`src/rtl/seq_multiplier_n_if.sv`:
```
// Start/busy/done handshake bundle for seq_multiplier_n.
// master drives the operands; slave is the multiplier.
interface seq_multiplier_n_if #(
  parameter int WIDTH = 8
);
  logic               start;
  logic               signed_mode;
  logic [WIDTH-1:0]   multiplicand;
  logic [WIDTH-1:0]   multiplier;
  logic               busy;
  logic               done;
  logic [2*WIDTH-1:0] product;

  modport master (
    output start,
    output signed_mode,
    output multiplicand,
    output multiplier,
    input  busy,
    input  done,
    input  product
  );

  modport slave (
    input  start,
    input  signed_mode,
    input  multiplicand,
    input  multiplier,
    output busy,
    output done,
    output product
  );
endinterface

```
`src/rtl/seq_multiplier_n.sv`:
```
// Shift-add multiplier, one multiplier bit per cycle, signed or unsigned.
// SEQ_MULT_EARLY_TERM_EN: skip trailing zero multiplier bits in one shift.
module seq_multiplier_n #(
  parameter int WIDTH = 8
) (
  input  logic              clk,
  input  logic              reset,
  seq_multiplier_n_if.slave mul
);
  localparam int CW = $clog2(WIDTH + 1);
  localparam int PW = 2 * WIDTH + 1;

  localparam logic [1:0] S_IDLE = 2'd0;
  localparam logic [1:0] S_CALC = 2'd1;
  localparam logic [1:0] S_DONE = 2'd2;

  logic [1:0]         state_q, state_d;
  logic [WIDTH-1:0]   m_q, m_d;
  logic               x_q, x_d;
  logic [WIDTH-1:0]   a_q, a_d;
  logic [WIDTH-1:0]   b_q, b_d;
  logic [CW-1:0]      cnt_q, cnt_d;
  logic               sgn_q, sgn_d;
  logic [2*WIDTH-1:0] prod_q, prod_d;
  logic               done_q, done_d;

  logic [WIDTH:0]     ext_m;
  logic [WIDTH:0]     addend;
  logic [WIDTH:0]     sum;
  logic               last;
  logic               fill;
  logic [CW-1:0]      cnt_nx;
  logic [PW-1:0]      shifted;

  // Final signed iteration weights the sign bit negatively.
  assign ext_m   = {sgn_q & m_q[WIDTH-1], m_q};
  assign last    = (cnt_q == CW'(WIDTH - 1));
  assign addend  = !b_q[0] ? '0 :
                   (sgn_q && last) ? (~ext_m + 1'b1) : ext_m;
  assign sum     = {x_q, a_q} + addend;
  assign fill    = sgn_q & sum[WIDTH];
  assign cnt_nx  = cnt_q + 1'b1;
  assign shifted = {fill, sum, b_q[WIDTH-1:1]};

`ifdef SEQ_MULT_EARLY_TERM_EN
  logic [WIDTH-1:0]   low_mask;
  logic [CW-1:0]      rem;
  logic               early;
  logic [PW-1:0]      jumped;

  assign low_mask = {WIDTH{1'b1}} >> cnt_nx;
  assign rem      = CW'(WIDTH) - cnt_nx;
  assign early    = (cnt_nx < CW'(WIDTH)) &&
                    ((shifted[WIDTH-1:0] & low_mask) == '0);
  assign jumped   = PW'($signed(shifted) >>> rem);
`endif

  always_comb begin
    state_d = state_q;
    m_d     = m_q;
    x_d     = x_q;
    a_d     = a_q;
    b_d     = b_q;
    cnt_d   = cnt_q;
    sgn_d   = sgn_q;
    prod_d  = prod_q;
    done_d  = 1'b0;
    unique case (1'b1)
      (state_q == S_IDLE): begin
        if (mul.start) begin
          m_d     = mul.multiplicand;
          b_d     = mul.multiplier;
          sgn_d   = mul.signed_mode;
          x_d     = 1'b0;
          a_d     = '0;
          cnt_d   = '0;
          state_d = S_CALC;
        end
      end
      (state_q == S_CALC): begin
        {x_d, a_d, b_d} = shifted;
        cnt_d = cnt_nx;
        if (cnt_nx == CW'(WIDTH)) begin
          state_d = S_DONE;
        end
`ifdef SEQ_MULT_EARLY_TERM_EN
        if (early) begin
          {x_d, a_d, b_d} = jumped;
          cnt_d   = CW'(WIDTH);
          state_d = S_DONE;
        end
`endif
      end
      (state_q == S_DONE): begin
        prod_d  = {a_q, b_q};
        done_d  = 1'b1;
        state_d = S_IDLE;
      end
      default: begin
        state_d = S_IDLE;
      end
    endcase
  end

  always_ff @(posedge clk) begin
    if (reset) begin
      state_q <= S_IDLE;
      m_q     <= '0;
      x_q     <= 1'b0;
      a_q     <= '0;
      b_q     <= '0;
      cnt_q   <= '0;
      sgn_q   <= 1'b0;
      prod_q  <= '0;
      done_q  <= 1'b0;
    end else begin
      state_q <= state_d;
      m_q     <= m_d;
      x_q     <= x_d;
      a_q     <= a_d;
      b_q     <= b_d;
      cnt_q   <= cnt_d;
      sgn_q   <= sgn_d;
      prod_q  <= prod_d;
      done_q  <= done_d;
    end
  end

  assign mul.busy    = (state_q != S_IDLE);
  assign mul.done    = done_q;
  assign mul.product = prod_q;
endmodule

```
`src/flat_wrapper.sv`:
```
// flat-port wrapper written by rule: the top's interface ports become plain ports
module seq_multiplier_n_flat 
#(
  parameter int WIDTH = 8
)
  (clk, reset, mul_start, mul_signed_mode, mul_multiplicand, mul_multiplier, mul_busy, mul_done, mul_product);
  seq_multiplier_n_if #(.WIDTH(WIDTH)) mul_i ();
  input  logic clk;
  input  logic reset;
  input wire logic [$bits(mul_i.start)-1:0] mul_start;
  input wire logic [$bits(mul_i.signed_mode)-1:0] mul_signed_mode;
  input wire logic [$bits(mul_i.multiplicand)-1:0] mul_multiplicand;
  input wire logic [$bits(mul_i.multiplier)-1:0] mul_multiplier;
  output wire logic [$bits(mul_i.busy)-1:0] mul_busy;
  output wire logic [$bits(mul_i.done)-1:0] mul_done;
  output wire logic [$bits(mul_i.product)-1:0] mul_product;
  assign mul_i.start = mul_start;
  assign mul_i.signed_mode = mul_signed_mode;
  assign mul_i.multiplicand = mul_multiplicand;
  assign mul_i.multiplier = mul_multiplier;
  assign mul_busy = mul_i.busy;
  assign mul_done = mul_i.done;
  assign mul_product = mul_i.product;
  seq_multiplier_n #(.WIDTH(WIDTH)) u_core (.clk(clk), .reset(reset), .mul(mul_i));
endmodule
```
`config.mk`:
```
export PLATFORM = sky130hd
export DESIGN_NAME = seq_multiplier_n_flat
export DESIGN_NICKNAME = d
export VERILOG_FILES = /design/src/rtl/seq_multiplier_n_if.sv /design/src/rtl/seq_multiplier_n.sv /design/src/flat_wrapper.sv
export SDC_FILE = /design/constraint.sdc
export NUM_CORES = 1
export LEC_CHECK = 0
export ABC_AREA = 0
export BUFFER_PORTS_ARGS = -buffer_cell sky130_fd_sc_hd__buf_2
export CAP_MARGIN = 20
export CORE_ASPECT_RATIO = 1.1
export CORE_MARGIN = 4
export CORE_UTILIZATION = 51
export DETAILED_ROUTE_END_ITERATION = 6
export PLACE_DENSITY = 0.8
export SLEW_MARGIN = 30
export SYNTH_ARGS = -nofsm -noshare
export SYNTH_HDL_FRONTEND = slang
export SYNTH_SLANG_ARGS = --single-unit
```
`constraint.sdc`:
```
create_clock -name clk -period 5.7 [get_ports clk]
set_clock_uncertainty 0.2 [all_clocks]
set_input_delay 0.285 -clock clk [delete_from_list [all_inputs] [get_ports clk]]
set_output_delay 0.285 -clock clk [all_outputs]
set_load 0.03 [all_outputs]
```
Word-level counts from Yosys, hierarchy flattened

Index checks and enable logic that the tools add are counted.

Register bits after elaboration: 49
Bits in latches: 0
RAM bits: 0
Memory bits (read-only): 0
Bits of input ports: 20
Output and inout port bits: 18
Logic and storage cells: 42
Memories kept: 0

$add $sub $neg: 3
Multipliers: 0
Divide/modulo/power cells: 0
$lt $le $gt $ge: 0
Equal/unequal tests: 6
Shift-type cells: 0
Multiplexer cells: 14
Bitwise gates (word level): 3
Reduce and logical (&&, ||, !) cells: 7

Operators by type and width:

| cell                | number |
|---|---|
| $pmux 8 s2          | 2 |
| $mux 9              | 2 |
| $mux 8              | 2 |
| $add 9x1->9 const B | 1 |
| $add 9x9->9         | 1 |
| $not 9->9           | 1 |
| $pmux 4 s2          | 1 |
| $reduce_and 2->1    | 3 |
| $add 4x1->4 const B | 1 |
| $eq 4x3->1 const B  | 1 |
| $eq 4x4->1 const B  | 1 |
| $mux 2              | 2 |
| $mux 4              | 1 |
| $ne 2x2->1 const B  | 2 |
| $pmux 2 s2          | 1 |
| $reduce_bool 2->1   | 2 |
| $and 1x1->1         | 2 |
| $eq 2x1->1 const B  | 1 |
| $eq 2x2->1 const B  | 1 |
| $logic_not 2->1     | 1 |
| $mux 1              | 2 |
| $pmux 1 s2          | 1 |
| $logic_and 1x1->1   | 1 |

Depth between registers and ports, before layout

Depth in word-level cells: 8
Gate-level depth with buffers: 12
Gate-level depth less buffers: 12

Least setup slack after synthesis

No wires, ideal clock.

Kind: flip-flop to flip-flop
Start point: reg u_core.cnt_q[0]
End point: reg u_core.x_q
Library setup time: 0.062 ns
Arrival: 2.766 ns
Data required time: 5.438 ns
Setup slack: 2.672 ns
Cell stages (with the launch flop): 12
Path buffers: 0
Clock period less this slack: 3.028 ns
Path through: dfxtp_1 > ha_1 > and3b_2 > nand2_1 > mux2_2 > nand2_1 > fa_1 > nand2b_1 > a21oi_1 > o21ai_0 > or4_1 > nand3_1

Cells in the longest elaborated chain, start to end: 7

Ends and longest elaborated chain:

| what                   | RTL line                | text |
|---|---|---|
| from (decl)            | seq_multiplier_n.sv:22  | `logic [CW-1:0] cnt_q, cnt_d;` |
| from (signal assigned) | seq_multiplier_n.sv:122 | `cnt_q <= cnt_d;` |
| $eq 4x3->1             | seq_multiplier_n.sv:37  | `assign last = (cnt_q == CW'(WIDTH - 1));` |
| $logic_and 1x1->1      | seq_multiplier_n.sv:39  | `(sgn_q && last) ? (~ext_m + 1'b1) : ext_m;` |
| $mux 9                 | seq_multiplier_n.sv:39  |  |
| $mux 9                 | seq_multiplier_n.sv:38  | `assign addend = !b_q[0] ? '0 :` |
| $add 9x9->9            | seq_multiplier_n.sv:40  | `assign sum = {x_q, a_q} + addend;` |
| $and 1x1->1            | seq_multiplier_n.sv:41  | `assign fill = sgn_q & sum[WIDTH];` |
| $pmux 1 s2             | seq_multiplier_n.sv:68  | `unique case (1'b1)` |
| to (signal assigned)   | seq_multiplier_n.sv:109 | `x_q <= 1'b0;` |
| to (signal assigned)   | seq_multiplier_n.sv:119 | `x_q <= x_d;` |
| to (decl)              | seq_multiplier_n.sv:19  | `logic x_q, x_d;` |

No other way between the ends.
A chain may end at the register's enable or synchronous reset.

Worst setup path in the final report

Ends and elaborated chain as after synthesis.

==> metrics.md <==
| Metric | Value |
|---|---|
| GRT Overall Usage | a little under 20% |
| Synth Area in Compound Gates | between 10% and 20% |
| Clk Latency, worst-skew pair | roughly 300 ps |
| Num Clock Sinks | 49 |
| Worst hold path stage count | 3 |
| Hold EP | u_core.m_q[7] |
| RSZ-0062 raised after global routing | false |
| Core Area | about 0.0047 mm2 |
| Seq cells post-synth | a little under 50 |
| PortBufs | 37 |
| Pin count of the biggest net entering global routing | 51 |
| Top-area cell type share of the netlist area | around two fifths |
| R2R cell count | 11 |
| Status | completed |
| Antenna violation net count after detailed routing | 0 |
| Multiplexer share of the synthesized area | less than 1% |
| Post-synthesis sequential area ratio | about two fifths |
| Full die area | 0.006027 mm2 |
| Max Cap Viol | 0 |
| DIE WIDTH | ~74 um |
| Synth cell types | 41 |
| ANT cells | 0 |
| EDFF count, synth | 0 |
| Tmin final | 3401 ps |
| Clock power share | 32.2% |
| Initial DRT Pass Iterations | 4 |
| Cell Area, Synth | 0.002472 mm2 |
| CP startpoint | u_core.cnt_q[0] |
| Critical path endpoint category | flop |
| CTS buffer count | 5 |
| CTS Hold Bufs | 0 |
| R2R setup slack | ~2300 ps |
| Nets | approximately 380 |
| Synth top area cells | dfxtp_1, nand2_1, a21oi_1, ha_1, nor2_1 |
| Post-Route Hold Slack | between 10 and 15 ps |
| Via Count | roughly 2300 |
| Sw Share | 26.61% |
| Remaining global-route overflow | 0 |
| H-tree depth | 2 |
| Post-synth top area cell | dfxtp_1 |
| RR Startpoint | u_core.cnt_q[0] |
| Routed Wire Length | ~5.4 mm |
| Reg power frac | around 58% |
| Io pins | 38 |
| DRC | 0 |
| Worst Tran Pin Value | roughly 870 ps |
| Row Count | 26 |
| Count leader, synth | nand2_1 |
| Syn nets | roughly 360 |
| Number of global-route vias before repair | 2156 |
| Ys async rst share | 0% |
| Placer Congestion | around 0.83 |
| Ys flop type | dfxtp_1 |
| Cells after synthesis | 325 |
| Sw Pwr | between 0.15 and 0.2 mW |
| CP Class | flop to flop |
| Xor and xnor fraction of the mapped netlist area | under 10% |
| Routed len/inst | ~13 um |
| Via-to-Cell Ratio | 5.526 |
| # setup viols final | 0 |
| CTS tree | built |
| Largest family of logic cells by synthesized area | simple AND/OR/NAND/NOR gates |
| Top cells by count, synth | nand2_1, dfxtp_1, a21oi_1, nor2_1, clkbuf_1 |
| Crit-path max FO | 9 |
| Int Power | about 0.47 mW |
| Adder-cell share of the synthesized area | under 10% |
| Share of layout cells above drive strength 1 | 14.45% |
| Fin. Hold Viols | 0 |
| Max-slew headroom | 42.21% |
| Setup tns final | 0 ps |
| Fmax | slightly below 300 MHz |
| Avg Cell Area, Syn | 7.607 um2 |
| Worst VDD drop | 153.9 uV |
| DP HPWL | 3.869 mm |
| Design area | around 0.0028 mm2 |
| Area grow syn2layout | 11.54% |
| Gate power share | between 10% and 20% |
| Pwr Density | about 230 mW/mm2 |
| Yosys warns | 0 |
| Antenna violations before repair | 0 |
| CP startpoint kind | flop |
| Total power | around 0.63 mW |
| Max Slew Vio Count | 0 |
| Placed insts | around 400 |
| Initial Utilization | 52.78% |
| Initial DRC Count | 139 |
| Die height | slightly above 80 um |
| R2r endpoint | u_core.x_q |
| Critical Path RT | approximately 5800 ps |
| Post-synthesis simple-gate area fraction | between 20 and 30% |
| Maximum buffer depth of the clock tree | 2 |
| Hold path startpoint | mul_multiplicand[7] |
| First-pass GRT wire length | 9.287 mm |
| Post-CTS sizing | 0 |
| Layout Cells excl Fill | 409 |
| Setup Fix Bufs, Post-CTS | 0 |
| Final period util | 59.66% |
| Root Driver | clkbuf_8 |
| Leakage | between 1 and 1.5 nW |
| Worst hold path type | primary input to flop |
| Reg clk slew, reported paths | roughly 90 ps |
| Post-DP Area | between 0.002 and 0.003 mm2 |
| CP Data Arrival Time | 3450 ps |
[metrics by stage]
step           utilization, %  setup slack, ps
3_5_place_dp            57.02             2347
6_report                58.87             2299
2_1_floorplan               -             2672
3_3_place_gp            56.86             2459
4_1_cts                 58.87             2320
5_1_grt                 58.87             2023
[cell families after synthesis]
family                     after synthesis
and+or+nand+nor                        154
AOI/OAI and AO/OA                       75
DFF                                     49
buffers and inverters                   26
adders and majority gates               12
xor gates and xnor gates                 7
muxes                                    2
[area by class of cell]
type                            count  area, um2
Sequential cell                    49      980.9
Timing Repair Buffer               37      185.2
Inverter                            9      33.78
Clock inverter                      2      13.76
Clock buffer                        6      72.57
Fill cell                         441       1927
Multi-Input combinational cell    250       1401
Tap cell                           56      70.07
[cells in the final DEF, fill, tap and decap left out, types with 3 or more instances in the layout]
cell	instances
xor2_1	5
nand2b_1	3
or3_1	3
dfxtp_1	49
buf_2	37
inv_1	9
a311oi_1	8
ha_1	11
o21ai_0	10
nor3_1	5
and2_1	7
a21oi_1	41
nand3b_1	3
nand4b_1	3
nand3_1	4
o211ai_1	3
clkbuf_8	5
nor2_1	31
a21boi_0	3
nand2_1	79
[sequential cells by signal, summed over array words and instances (netlist names)]
name	count
u_core.state_q	2
u_core.x_q	1
u_core.sgn_q	1
u_core.b_q	8
u_core.mul.done	1
u_core.m_q	8
u_core.a_q	8
u_core.mul.product	16
u_core.cnt_q	4
[per-layer routing]
layer	vias to the layer above	wire length (um)	global-route usage, %
met4	0	72	5.694
met1	1049	2477	23.28
met2	38	2689	34.27
met5	-	0	0
met3	7	196	3.837
li1	1166	-	-
[power groups by stage]
| stage | Clock [mW] | Sequential (mW) | Combinational [mW] |
|---|---|---|---|
| floorplan | 0 | 0.369 | 0.0487 |
| detailed placement | 0 | 0.374 | 0.0642 |
| global placement | 0 | 0.373 | 0.0627 |
| global route | 0.221 | 0.368 | 0.0736 |
| finish | 0.204 | 0.366 | 0.0640 |
| CTS | 0.207 | 0.366 | 0.0647 |
[how the worst max path moves through the flow]
stage	to	slack [ps]	cells past startpoint
2_1_floorplan	u_core.x_q	2670	11
3_3_place_gp	u_core.a_q[7]	2460	11
3_5_place_dp	u_core.x_q	2350	11
4_1_cts	u_core.x_q	2320	11
5_1_grt	u_core.a_q[7]	2020	11
6_report	u_core.x_q	2300	11
[critical path, cell delays in order, from the launching register on]
cell and delay, ps:
dfxtp_1 420, ha_1 260, and3b_2 250, nand2_1 180, mux2_2 270, nand2_1 80
fa_1 450, nand2b_1 190, a21oi_1 240, o21ai_0 210, or4_1 500, nand3_1 90
Power figures use the tool's default switching activity.
